<file path="config.mk">
export PLATFORM = sky130hd
export DESIGN_NAME = pellet_controller_flat
export DESIGN_NICKNAME = d
export VERILOG_FILES = /design/src/rtl/pellet_pkg.sv /design/src/rtl/pellet_if.sv /design/src/rtl/pellet_controller.sv /design/src/flat_wrapper.sv
export SDC_FILE = /design/constraint.sdc
export NUM_CORES = 1
export LEC_CHECK = 0
export ABC_CLOCK_PERIOD_IN_PS = 3600
export BUFFER_PORTS_ARGS = -buffer_cell sky130_fd_sc_hd__buf_2
export CORE_ASPECT_RATIO = 0.8
export CORE_MARGIN = 8
export CORE_UTILIZATION = 53
export DETAILED_ROUTE_END_ITERATION = 10
export PLACE_DENSITY = 0.86
export SLEW_MARGIN = 15
export SYNTH_ARGS = -nofsm -noshare
export SYNTH_HDL_FRONTEND = slang
export SYNTH_SLANG_ARGS = --single-unit
export TNS_END_PERCENT = 5
</file>
<file path="constraint.sdc">
create_clock -name clk -period 3.6 [get_ports clk]
set_input_delay 1.08 -clock clk [delete_from_list [all_inputs] [get_ports clk]]
set_output_delay 1.08 -clock clk [all_outputs]
set_load 0.02 [all_outputs]
</file>
<file path="src/rtl/pellet_pkg.sv">
// Shared constants and state encoding for the maze pellet store.
package pellet_pkg;

    localparam int NUM_TILES = 1200;
    localparam int ADDR_W    = 11;

    localparam logic [ADDR_W-1:0] TILE_END  = ADDR_W'(NUM_TILES);
    localparam logic [ADDR_W-1:0] LAST_TILE = ADDR_W'(NUM_TILES - 1);

    typedef enum logic [2:0] {
        REFILL,
        IDLE,
        EAT_RD,
        EAT_WR,
        CLEARED
    } state_t;

endpackage

</file>
<file path="src/rtl/pellet_if.sv">
// Eat request/response bundle between the pacman movement logic and the pellet controller.
interface pellet_if;
    import pellet_pkg::*;

    logic              eat_valid;
    logic [ADDR_W-1:0] eat_index;
    logic              eat_ready;
    logic              eat_done;
    logic              eat_hit;

    modport master (output eat_valid, eat_index, input eat_ready, eat_done, eat_hit);
    modport slave  (input eat_valid, eat_index, output eat_ready, eat_done, eat_hit);

endinterface

</file>
<file path="src/rtl/pellet_controller.sv">
// Time-slices the pellet RAM between the display reader and eat requests,
// refills it from the level ROM and tracks the remaining pellet count.
module pellet_controller
    import pellet_pkg::*;
(
    input  logic              clk,
    input  logic              rst,
    input  logic              refill_req,
    input  logic [ADDR_W-1:0] disp_index,
    output logic              disp_pellet,
    pellet_if.slave           eat,
    output logic [ADDR_W-1:0] pellets_left,
    output logic              level_clear,
    output logic              refilling,
    output logic [ADDR_W-1:0] init_addr,
    input  logic              init_data,
    output logic [ADDR_W-1:0] ram_addr,
    output logic              ram_we,
    output logic              ram_wdata,
    input  logic              ram_rdata
);

    state_t            state_q, state_d;
    logic              slot_q, slot_d;
    logic [ADDR_W-1:0] t_q, t_d;
    logic [ADDR_W-1:0] left_q, left_d;
    logic [ADDR_W-1:0] idx_q, idx_d;
    logic              cap_q, cap_d;
    logic              rd_pend_q, rd_pend_d;
    logic              done_q, done_d;
    logic              hit_q, hit_d;
    logic              disp_q, disp_d;
    logic              eat_ready;
    logic              consume;

    assign eat_ready = (state_q == IDLE) && !refill_req;
    assign consume   = cap_q && (left_q != '0);

    always_comb begin
        state_d   = state_q;
        slot_d    = ~slot_q;
        t_d       = t_q;
        left_d    = left_q;
        idx_d     = idx_q;
        cap_d     = cap_q;
        rd_pend_d = rd_pend_q;
        done_d    = 1'b0;
        hit_d     = 1'b0;
        disp_d    = disp_q;
        ram_addr  = disp_index;
        ram_we    = 1'b0;
        ram_wdata = 1'b0;

        // Read data arriving in slot 1 answers the display address issued in slot 0.
        if (slot_q) disp_d = ram_rdata;

        unique case (state_q)
            REFILL: begin
                disp_d = 1'b0;
                if (slot_q) begin
                    ram_addr  = t_q;
                    ram_we    = 1'b1;
                    ram_wdata = init_data;
                    left_d    = left_q + ADDR_W'(init_data);
                    if (t_q == LAST_TILE) begin
                        t_d     = '0;
                        state_d = (left_d != '0) ? IDLE : CLEARED;
                    end else begin
                        t_d = t_q + ADDR_W'(1);
                    end
                end
            end
            IDLE: begin
                if (eat.eat_valid && eat_ready) begin
                    if (eat.eat_index >= TILE_END) begin
                        done_d = 1'b1;
                    end else begin
                        idx_d     = eat.eat_index;
                        rd_pend_d = 1'b0;
                        state_d   = EAT_RD;
                    end
                end
            end
            EAT_RD: begin
                if (slot_q) begin
                    ram_addr  = idx_q;
                    rd_pend_d = 1'b1;
                end else if (rd_pend_q) begin
                    cap_d     = ram_rdata;
                    rd_pend_d = 1'b0;
                    state_d   = EAT_WR;
                end
            end
            EAT_WR: begin
                if (slot_q) begin
                    done_d = 1'b1;
                    hit_d  = consume;
                    if (consume) begin
                        ram_addr  = idx_q;
                        ram_we    = 1'b1;
                        ram_wdata = 1'b0;
                        left_d    = left_q - ADDR_W'(1);
                    end
                    state_d = (left_d == '0) ? CLEARED : IDLE;
                end
            end
            CLEARED: ;
            default: state_d = REFILL;
        endcase

        // A refill always restarts in the display slot so it lasts exactly 2*NUM_TILES cycles.
        if (refill_req) begin
            state_d   = REFILL;
            slot_d    = 1'b0;
            t_d       = '0;
            left_d    = '0;
            rd_pend_d = 1'b0;
            done_d    = 1'b0;
            hit_d     = 1'b0;
            disp_d    = 1'b0;
            ram_we    = 1'b0;
        end
    end

    always_ff @(posedge clk) begin
        if (rst) begin
            state_q   <= REFILL;
            slot_q    <= 1'b0;
            t_q       <= '0;
            left_q    <= '0;
            rd_pend_q <= 1'b0;
            done_q    <= 1'b0;
            hit_q     <= 1'b0;
            disp_q    <= 1'b0;
        end else begin
            state_q   <= state_d;
            slot_q    <= slot_d;
            t_q       <= t_d;
            left_q    <= left_d;
            rd_pend_q <= rd_pend_d;
            done_q    <= done_d;
            hit_q     <= hit_d;
            disp_q    <= disp_d;
        end
    end

    always_ff @(posedge clk) begin
        idx_q <= idx_d;
        cap_q <= cap_d;
    end

    assign eat.eat_ready = eat_ready;
    assign eat.eat_done  = done_q;
    assign eat.eat_hit   = hit_q;
    assign disp_pellet   = disp_q;
    assign pellets_left  = left_q;
    assign level_clear   = (state_q == CLEARED);
    assign refilling     = (state_q == REFILL);
    assign init_addr     = t_q;

endmodule

</file>
<file path="src/flat_wrapper.sv">
// flat-port wrapper written by rule: the top's interface ports become plain ports
module pellet_controller_flat import pellet_pkg::*;
  (clk, rst, refill_req, disp_index, disp_pellet, pellets_left, level_clear, refilling, init_addr, init_data, ram_addr, ram_we, ram_wdata, ram_rdata, eat_eat_valid, eat_eat_index, eat_eat_ready, eat_eat_done, eat_eat_hit);
  pellet_if eat_i ();
  input  logic clk;
  input  logic rst;
  input  logic refill_req;
  input  logic [ADDR_W-1:0] disp_index;
  output logic disp_pellet;
  output logic [ADDR_W-1:0] pellets_left;
  output logic level_clear;
  output logic refilling;
  output logic [ADDR_W-1:0] init_addr;
  input  logic init_data;
  output logic [ADDR_W-1:0] ram_addr;
  output logic ram_we;
  output logic ram_wdata;
  input  logic ram_rdata;
  input wire logic [$bits(eat_i.eat_valid)-1:0] eat_eat_valid;
  input wire logic [$bits(eat_i.eat_index)-1:0] eat_eat_index;
  output wire logic [$bits(eat_i.eat_ready)-1:0] eat_eat_ready;
  output wire logic [$bits(eat_i.eat_done)-1:0] eat_eat_done;
  output wire logic [$bits(eat_i.eat_hit)-1:0] eat_eat_hit;
  assign eat_i.eat_valid = eat_eat_valid;
  assign eat_i.eat_index = eat_eat_index;
  assign eat_eat_ready = eat_i.eat_ready;
  assign eat_eat_done = eat_i.eat_done;
  assign eat_eat_hit = eat_i.eat_hit;
  pellet_controller u_core (.clk(clk), .rst(rst), .refill_req(refill_req), .disp_index(disp_index), .disp_pellet(disp_pellet), .eat(eat_i), .pellets_left(pellets_left), .level_clear(level_clear), .refilling(refilling), .init_addr(init_addr), .init_data(init_data), .ram_addr(ram_addr), .ram_we(ram_we), .ram_wdata(ram_wdata), .ram_rdata(ram_rdata));
endmodule
</file>
==> impl_metrics.env <==
export IMPL_async_flop_share_pct=0
export IMPL_num_vias=2907
export IMPL_criticalPathCategory="register to primary output"
export IMPL_synth_fp_nets=352
export IMPL_grtUsageMet3_pct=4.981
export IMPL_cp_slowest_cell="dfxtp_1"
export IMPL_root_buffer="clkbuf_8"
export IMPL_path_common_cell="a22o_1"
export IMPL_worstPathMaxFanout=12
export IMPL_grt_overflow_total=0
export IMPL_mostFrequentLayoutCells="68 x buf_2, 30 x dfxtp_1, 29 x nor2_1"
export IMPL_drt_first_iter_violations=369
export IMPL_max_stage_delay_ns=0.57
export IMPL_syn_inst=320
export IMPL_skew_ns=0.007686
export IMPL_place_gp_congestion=0.9881
export IMPL_ys_ff_latch=42
export IMPL_grt_antenna_before_repair=0
export IMPL_timing_fmax_ghz=0.2896
export IMPL_whs_ns=0.5556
export IMPL_worstPathCellList="nor2_1, a41o_2, a21oi_2, a22o_1, a22o_1, buf_2"
export IMPL_status="complete, no violations"
export IMPL_top_usage_layer="met2"
export IMPL_worst_setup_path_end_kind="primary output"
export IMPL_slew_headroom_pct=35.42
export IMPL_drive_above_1_share_pct=26.17
export IMPL_layout_commonest_cell="buf_2"
export IMPL_fp_coreArea_sq_um=4921
export IMPL_die_h_um=79.46
export IMPL_first_pass_iters=6
export IMPL_avgSynthCellArea_sq_um=8.336
export IMPL_grt_usage_pct=21.76
export IMPL_h_tree_depth=2
export IMPL_ys_seq_area_share_pct=36.02
export IMPL_diodes=0
export IMPL_hp_class="register to register"
export IMPL_grt_max_degree=39
export IMPL_period_needed_ns=3.453
export IMPL_postRouteAntennaNets=0
export IMPL_areaGrowthSynthToFinish_pct=19.93
export IMPL_clk_pin_slew_ns=0.08
export IMPL_finalNetCount=417
export IMPL_critPathBufInv=1
export IMPL_final_hold_violation_count=0
export IMPL_clkLatencyLatePin_ns=0.30
export IMPL_irDropWorstVdd_uv=243.8
export IMPL_cts_hold_buf=0
export IMPL_synth_edf_count=12
export IMPL_drc_errors=0
export IMPL_port_buffers=68
export IMPL_period_share_pct=95.91
export IMPL_crit_arrival_ns=2.37
export IMPL_setup_viol=0
export IMPL_grt_pass1_wl_um=13430
export IMPL_power_density_nw_per_um2=315.4
export IMPL_synth_distinct_cells=58
export IMPL_row_count=23
export IMPL_cp_top_family="compound AO/OA/AOI/OAI gates"
export IMPL_yosys_warnings=0
export IMPL_cts_buffers=5
export IMPL_cap_violations=0
export IMPL_drv_slew=0
export IMPL_wl_um=8325
export IMPL_power_leakage_uw=0.001368
export IMPL_synth_main_ff_cell="dfxtp_1"
export IMPL_synth_area_sq_um=2668
export IMPL_startpoint_type="register"
export IMPL_cp_required_ns=2.52
export IMPL_wl_per_cell_um=18.58
export IMPL_initial_core_util_pct=54.21
export IMPL_tritoncts="done"
export IMPL_tightestPinTransition_ns=0.9557
export IMPL_die_w_um=95.32
export IMPL_via_per_inst=6.489
export IMPL_rsz0062_at_grt="false"
export IMPL_grtUsageMet1_pct=29.78
export IMPL_grt_use_met2_pct=32.44
export IMPL_cts_sinks=42
export IMPL_die_area_sq_um=7574
export IMPL_ios=69
export IMPL_finalSetupTns_ns=0
export IMPL_grt_pass1_vias=2668
export IMPL_cts_buffer_depth=2
export IMPL_hpwl_um=5914
per-stage QoR:
| stage | cells | utilization [%] | total power (uW) | worst slack [ns] | area [sq um] |
|---|---|---|---|---|---|
| global route | 448 | 65.01 | 1036 | 0.02558 | 3199 |
| floorplan | 320 | - | 588.0 | 0.3491 | 2668 |
| detailed placement | 439 | 62.45 | 635.0 | 0.2669 | 3073 |
| global placement | 439 | 62.45 | 633.0 | 0.3654 | 3073 |
| CTS | 447 | 64.76 | 1005 | 0.03887 | 3187 |
| finish | 448 | 65.01 | 1009 | 0.1472 | 3199 |
registers in the layout, summed over array words and instances (netlist names):
| signal | cells |
|---|---|
| u_core.init_addr | 11 |
| u_core.state_q | 3 |
| u_core.rd_pend_q | 1 |
| u_core.slot_q | 1 |
| u_core.eat.eat_hit | 1 |
| u_core.eat.eat_done | 1 |
| u_core.idx_q | 11 |
| u_core.pellets_left | 11 |
| u_core.cap_q | 1 |
| u_core.disp_pellet | 1 |
worst paths after layout:
kind	depth (start not counted)	slack [ns]	from	end
max	6	0.15	u_core.pellets_left[5]	ram_addr[0]
min	2	0.56	u_core.disp_pellet	u_core.disp_pellet
max reg2reg	9	0.99	u_core.pellets_left[0]	u_core.state_q[0]
min reg2reg	2	0.56	u_core.disp_pellet	u_core.disp_pellet
cell usage after synthesis, types with 11 or more instances:
cell type,count,area (sq um)
nand3_1,12,60.06
dfxtp_1,30,600.6
nand4_1,11,68.82
nand2_1,24,90.09
nor2_1,29,108.9
xor2_1,11,96.34
clkbuf_1,13,48.80
o21ai_0,20,100.1
edfxtp_1,12,360.4
a22o_1,24,210.2
a21oi_1,27,135.1
worst register-to-register path, delay by kind of cell (launching register included):
kind,cells,cell delay [ns]
xor gates and xnor gates,1,0.16
and+or+nand+nor,3,0.85
buffers and inverters,1,0.15
adders and majority gates,2,0.61
DFF,1,0.34
AOI/OAI and AO/OA,2,0.40
what timing repair did:
action	in CTS	in global routing
endpoints found under the setup margin	11	11
pin swaps	0	1
resized for setup	1	1
setup buffers	0	1
layer usage:
metal | vias up | routed length (um)
met5 | - | 0
met1 | 1361 | 3606
met4 | 0 | 231
met3 | 31 | 748
li1 | 1338 | -
met2 | 177 | 3739
layout make-up:
class | count | area (sq um)
sequential | 42 | 960.9
fill | 430 | 1722
multi-input combinational | 248 | 1594
inverter | 9 | 33.78
clock inverter | 2 | 37.54
clock buffer | 6 | 72.57
tap | 62 | 77.57
timing repair buffer | 79 | 422.9
kinds of logic (layout without fill, tap and decap cells):
family	Yosys count	count (layout)	share of synthesized area (%)
and+or+nand+nor	125	125	25.89
AOI/OAI and AO/OA	103	103	26.27
DFF	42	42	36.02
buffers and inverters	30	96	4.549
xor gates and xnor gates	13	13	4.268
adders and majority gates	4	4	1.876
muxes	3	3	1.126
power breakdown:
group | switching (uW) | total (uW) | leakage, uW | internal, uW
registers | 5.15 | 493 | 0.000350 | 488
clock network | 173 | 380 | 0.0000514 | 207
logic | 81.1 | 136 | 0.000967 | 54.8
total | 259 | 1010 | 0.00137 | 750
Note: power is estimated with default switching activity, not from simulation.
